--- src/rtl/tmds_decoder.sv ---
// TMDS receive channel decoder.
// Finds symbol alignment in a free-running 10-bit deserialized stream by hunting
// for runs of control tokens, then decodes each aligned symbol into either an
// 8-bit video byte or the 2-bit control value carried by a token.
module tmds_decoder #(
  parameter int unsigned SEARCH_TIMEOUT = 2048,
  parameter int unsigned LOCK_TOKENS    = 8
) (
  input  logic       clk_i,
  input  logic       rst_i,
  input  logic [9:0] sym_i,
  output logic [7:0] data_o,
  output logic       de_o,
  output logic [1:0] ctrl_o,
  output logic       locked_o,
  output logic [3:0] offset_o
);

  localparam int unsigned IDLE_W = $clog2(SEARCH_TIMEOUT) + 1;
  localparam int unsigned TOK_W  = $clog2(LOCK_TOKENS) + 1;

  localparam logic [IDLE_W-1:0] IDLE_MAX = IDLE_W'(SEARCH_TIMEOUT);
  localparam logic [TOK_W-1:0]  TOK_MAX  = TOK_W'(LOCK_TOKENS);
  localparam logic [3:0]        OFS_LAST = 4'd9;

  typedef enum logic {
    ST_SEARCH = 1'b0,
    ST_LOCKED = 1'b1
  } state_e;

  state_e            state_q,   state_d;
  logic [9:0]        sym_q;
  logic [3:0]        offset_q,  offset_d;
  logic [TOK_W-1:0]  tok_run_q, tok_run_d;
  logic [IDLE_W-1:0] idle_q,    idle_d;
  logic [7:0]        data_q,    data_d;
  logic              de_q,      de_d;
  logic [1:0]        ctrl_q,    ctrl_d;

  logic [19:0]       window;
  logic [9:0]        word;
  logic              is_tok;
  logic [1:0]        tok_c;
  logic [7:0]        q_bits;
  logic [7:0]        dec;
  logic [TOK_W-1:0]  tok_sat;
  logic [IDLE_W-1:0] idle_sat;
  logic              hit_lock;
  logic              hit_timeout;

  // Bit 0 of the window is the oldest received bit, so the previous word sits low.
  assign window = {sym_i, sym_q};

  // Pick the 10-bit symbol starting at the current alignment offset.
  always_comb begin
    word = 10'(window >> offset_q);
  end

  // Recognise the four control tokens and the control value each carries.
  always_comb begin
    is_tok = 1'b0;
    tok_c  = 2'b00;
    unique case (word)
      10'b1101010100: begin is_tok = 1'b1; tok_c = 2'b00; end
      10'b0010101011: begin is_tok = 1'b1; tok_c = 2'b01; end
      10'b0101010100: begin is_tok = 1'b1; tok_c = 2'b10; end
      10'b1010101011: begin is_tok = 1'b1; tok_c = 2'b11; end
      default:        begin is_tok = 1'b0; tok_c = 2'b00; end
    endcase
  end

  // Undo the DC-balance inversion (bit 9) and the XOR/XNOR transition coding (bit 8).
  always_comb begin
    q_bits = word[9] ? ~word[7:0] : word[7:0];
    dec    = '0;
    dec[0] = q_bits[0];
    for (int unsigned i = 1; i < 8; i++) begin
      dec[i] = word[8] ? (q_bits[i] ^ q_bits[i-1]) : ~(q_bits[i] ^ q_bits[i-1]);
    end
  end

  // Saturating token-run and idle counters, before any FSM-driven clearing.
  always_comb begin
    tok_sat  = '0;
    idle_sat = '0;
    if (is_tok) begin
      tok_sat  = (tok_run_q == TOK_MAX) ? TOK_MAX : tok_run_q + TOK_W'(1);
      idle_sat = '0;
    end else begin
      tok_sat  = '0;
      idle_sat = (idle_q == IDLE_MAX) ? IDLE_MAX : idle_q + IDLE_W'(1);
    end
  end

  assign hit_lock    = (tok_sat == TOK_MAX);
  assign hit_timeout = (idle_sat == IDLE_MAX);

  // Next-state logic for alignment search/lock, counters and offset.
  always_comb begin
    state_d   = state_q;
    offset_d  = offset_q;
    tok_run_d = tok_sat;
    idle_d    = idle_sat;
    unique case (state_q)
      ST_SEARCH: begin
        if (hit_lock) begin
          state_d = ST_LOCKED;
        end else if (hit_timeout) begin
          offset_d  = (offset_q == OFS_LAST) ? 4'd0 : offset_q + 4'd1;
          tok_run_d = '0;
          idle_d    = '0;
        end
      end
      ST_LOCKED: begin
        // Offset is kept on lock loss; the first step happens on the next search timeout.
        if (hit_timeout) begin
          state_d   = ST_SEARCH;
          tok_run_d = '0;
          idle_d    = '0;
        end
      end
      default: begin
        state_d   = ST_SEARCH;
        tok_run_d = '0;
        idle_d    = '0;
      end
    endcase
  end

  // Output selection follows the state being entered, so the locking token and the
  // lock-loss cycle already use the new state's output rule.
  always_comb begin
    data_d = '0;
    de_d   = 1'b0;
    ctrl_d = ctrl_q;
    if (state_d == ST_LOCKED) begin
      if (is_tok) begin
        ctrl_d = tok_c;
      end else begin
        de_d   = 1'b1;
        data_d = dec;
      end
    end else begin
      ctrl_d = '0;
    end
  end

  // State, counter, offset and output registers.
  always_ff @(posedge clk_i or posedge rst_i) begin
    if (rst_i) begin
      state_q   <= ST_SEARCH;
      sym_q     <= '0;
      offset_q  <= '0;
      tok_run_q <= '0;
      idle_q    <= '0;
      data_q    <= '0;
      de_q      <= 1'b0;
      ctrl_q    <= '0;
    end else begin
      state_q   <= state_d;
      sym_q     <= sym_i;
      offset_q  <= offset_d;
      tok_run_q <= tok_run_d;
      idle_q    <= idle_d;
      data_q    <= data_d;
      de_q      <= de_d;
      ctrl_q    <= ctrl_d;
    end
  end

  assign data_o   = data_q;
  assign de_o     = de_q;
  assign ctrl_o   = ctrl_q;
  assign locked_o = (state_q == ST_LOCKED);
  assign offset_o = offset_q;

endmodule

--- config.mk ---
export PLATFORM = sky130hd
export DESIGN_NAME = tmds_decoder
export DESIGN_NICKNAME = d
export VERILOG_FILES = /design/src/rtl/tmds_decoder.sv
export SDC_FILE = /design/constraint.sdc
export NUM_CORES = 1
export LEC_CHECK = 0
export BUFFER_PORTS_ARGS = -buffer_cell sky130_fd_sc_hd__buf_4
export CORE_MARGIN = 8
export CORE_UTILIZATION = 64
export CTS_CLUSTER_SIZE = 24
export DETAILED_ROUTE_END_ITERATION = 10
export PLACE_DENSITY = 0.92
export SYNTH_ARGS = -nofsm -noshare
export SYNTH_HDL_FRONTEND = slang
export SYNTH_SLANG_ARGS = --single-unit
export TNS_END_PERCENT = 100
--- constraint.sdc ---
create_clock -name clk_i -period 5.6 [get_ports clk_i]
set_clock_uncertainty 0.05 [all_clocks]
set_input_delay 0 -clock clk_i [delete_from_list [all_inputs] [get_ports clk_i]]
set_output_delay 0 -clock clk_i [all_outputs]
set_load 0.005 [all_outputs]
==> flow_metrics.tcl <==
set metrics [dict create \
    outcome "completed" \
    final.setup.tns_ns 0 \
    path_max_fanout 29 \
    grt_pass1_vias 2298 \
    grt_start_max_net_pins 43 \
    r2r_setup_slack_ns 1.46 \
    routedWlPerCell_um 17.3 \
    io_pins 28 \
    postLayoutCoreUtil_pct 74.5 \
    dieArea_mm2 0.00716 \
    yosysUniqueCellTypes 52 \
    antenna_cells 0 \
    startpoint_type "flop" \
    worstSetupPathType "flop to flop" \
    ys_top_cells_by_count "dfrtp_1, nor2_1, inv_1" \
    dpl_cell_area_mm2 0.00320 \
    final_antenna_net_count 0 \
    fp.dieH_um 84.6 \
    drv_cap 0 \
    htreeDepth 2 \
    drt_iter0_markers 152 \
    synth_area_leaders "dfrtp_1, mux4_2, ha_1" \
    grt_overflow 0 \
    synth_edf_count 0 \
    synth.ff_latch_count 42 \
    setup_viol_count_final 0 \
    coreArea_mm2 0.00463 \
    vias_per_cell 6.06 \
    die_w_um 84.6 \
    cellLeakagePower_uw 0.00146 \
    clkTransAtPathRegs_ns 0.09 \
    rsz0062_at_grt "no" \
    drive_gt1_share_pct 19.4 \
    hold_path_class "primary input to asynchronous set/reset pin" \
    r2r_end "data_o[0]" \
    hold_violations 0 \
    yosysTopAreaCell "dfrtp_1" \
    max_slew_margin_pct 22.6 \
    gp_congestion 0.914 \
    worstSetupEndpointType "flop" \
    vias 2297 \
    clockBufferDepth 2 \
    antenna_found_initial 0 \
    synth-warning-count 0 \
    grt_pass1_wl_um 11400 \
    final.min_clock_period_ns 4.14 \
    syn_to_final_growth_pct 14.6 \
    worstReg2RegStart "offset_o[1]" \
    rr_worst_depth 11 \
    clkLatencyLatePin_ns 0.30 \
    cts_tree "done" \
    p_per_area_mw_per_mm2 258 \
    fillCellCount 318 \
    yosysSeqAreaShare_pct 34.9 \
    design_area_mm2 0.00345 \
    async_flop_share_pct 100 \
    multi_input_area_mm2 0.00180 \
    grtUsageTotal_pct 19.6 \
    avgSynthCellArea_um2 10.2 \
    initial_core_util_pct 65.1 \
    syn_nets 320 \
    seqCellArea_mm2 0.00105 \
    syn_inst 296 \
    cp.required_ns 5.78 \
    port_buffers 27 \
    netlist.area_leader.share_pct 34.9 \
    slew_viol_final 0 \
    totalWireLength_um 6560 \
    worst_pin_slew_ns 1.16 \
    max_freq_ghz 0.241 \
    clkSinkCount 42 \
    nNetsFinal 348 \
    drc_errors 0 \
    num_rows 25 \
    hpwl_um 4740 \
    root_buffer "clkbuf_8" \
    cts_buffers 5 \
    synth_flop_cell "dfrtp_1" \
    crit_arrival_ns 4.32 \
    ir_drop_uv 151 \
    first_pass_iters 4 \
    synth_most_common_cell "dfrtp_1" \
    syn-cell-area_mm2 0.00301 \
    finalCritPeriodShare_pct 73.9 \
]
[registers in the layout, indices dropped and copies added (netlist names)]
register,flops
de_o,1
offset_o,4
ctrl_o,2
idle_q,12
data_o,8
tok_run_q,4
locked_o,1
sym_q,10
[kinds of logic after synthesis]
logic type               after synthesis  synth area share (%)
AO/OA/AOI/OAI                         34                  8.81
XOR/XNOR                              26                  7.56
adder cells (fa/ha/maj)               12                  4.99
buffers and inverters                 38                  5.48
flip-flops                            42                  34.9
multiplexers                          47                  21.9
AND/OR/NAND/NOR                       97                  16.3
[cell type report]
| class | instances | share of cell area [%] |
|---|---|---|
| Sequential cell | 42 | 30.5 |
| Clock buffer | 5 | 1.99 |
| Inverter | 19 | 2.07 |
| Clock inverter | 3 | 1.99 |
| Timing Repair Buffer | 40 | 9.50 |
| Tap cell | 54 | 1.96 |
| Multi-Input combinational cell | 216 | 52.0 |
[metrics by stage]
| stage | instances | worst slack, ns | hold WS (ns) | power, uW |
|---|---|---|---|---|
| after floorplan | 296 | 2.35 | -0.0186 | 557 |
| after global placement | 360 | 1.66 | 0.0865 | 588 |
| after detailed placement | 360 | 1.52 | 0.0879 | 598 |
| after CTS | 379 | 1.48 | 0.326 | 893 |
| after global routing | 379 | 1.17 | 0.329 | 943 |
| final | 379 | 1.46 | 0.328 | 891 |
[how the worst max path moves through the flow]
stage                      startpoint     endpoint  slack (ns)
final                     offset_o[1]    data_o[0]        1.46
after global routing      offset_o[1]    data_o[2]        1.17
after CTS                 offset_o[1]    data_o[0]        1.48
after detailed placement  offset_o[1]    data_o[7]        1.52
after global placement    offset_o[1]    data_o[3]        1.66
after floorplan           offset_o[0]  offset_o[1]        2.35
[routing by layer]
metal / GRT usage, % / vias to the layer above / part of all wire (%)
met5: 0 / - / 0
met4: 6.63 / 0 / 1.7
met3: 4.39 / 13 / 6.4
met2: 30.7 / 92 / 47
met1: 26.0 / 1098 / 45
li1: - / 1094 / -
[power by group]
group          switching [uW]  internal [uW]
Combinational            95.3           98.3
Sequential               64.6            344
Clock                     110            179
[worst max-delay path, cell delays in order, from the launching register on]
cell and delay (ns):
dfrtp_1 1.12, mux2_4 0.39, mux4_2 0.56, nor2_1 0.12
a31oi_1 0.10, ha_1 0.26, nand4_1 0.17, nor2_1 0.06
mux2_2 0.31, nor2b_1 0.54, o211ai_4 0.25, nor2_1 0.14
[timing repair]
item,4_1_cts,5_1_grt
gates resized for setup,0,0
hold buffers,11,0
buffers inserted,0,0
endpoints found under the hold margin,52,0
[cells in the final DEF (no fill, tap or decap), types with 2 or more instances in the layout]
cell type,Yosys,routed
a211o_1,2,2
a21oi_1,9,9
a31oi_1,5,5
and2_1,6,6
and4_1,2,2
buf_4,2,29
bufinv_16,0,2
clkbuf_8,0,5
dfrtp_1,42,42
dlygate4sd3_1,0,11
ha_1,12,12
inv_1,17,17
inv_2,2,2
mux2_1,12,12
mux2_2,4,4
mux2_4,4,4
mux2i_1,15,15
mux2i_4,2,2
mux4_2,10,10
nand2_1,15,15
nand2b_1,7,7
nand3_1,7,7
nand3b_1,2,2
nand4_1,6,6
nor2_1,36,36
nor3_1,5,5
nor4_1,3,3
o21a_1,2,2
o21ai_1,3,3
o2bb2ai_1,2,2
xnor2_1,15,15
xor2_1,11,11
(Power assumes the default switching activity.)
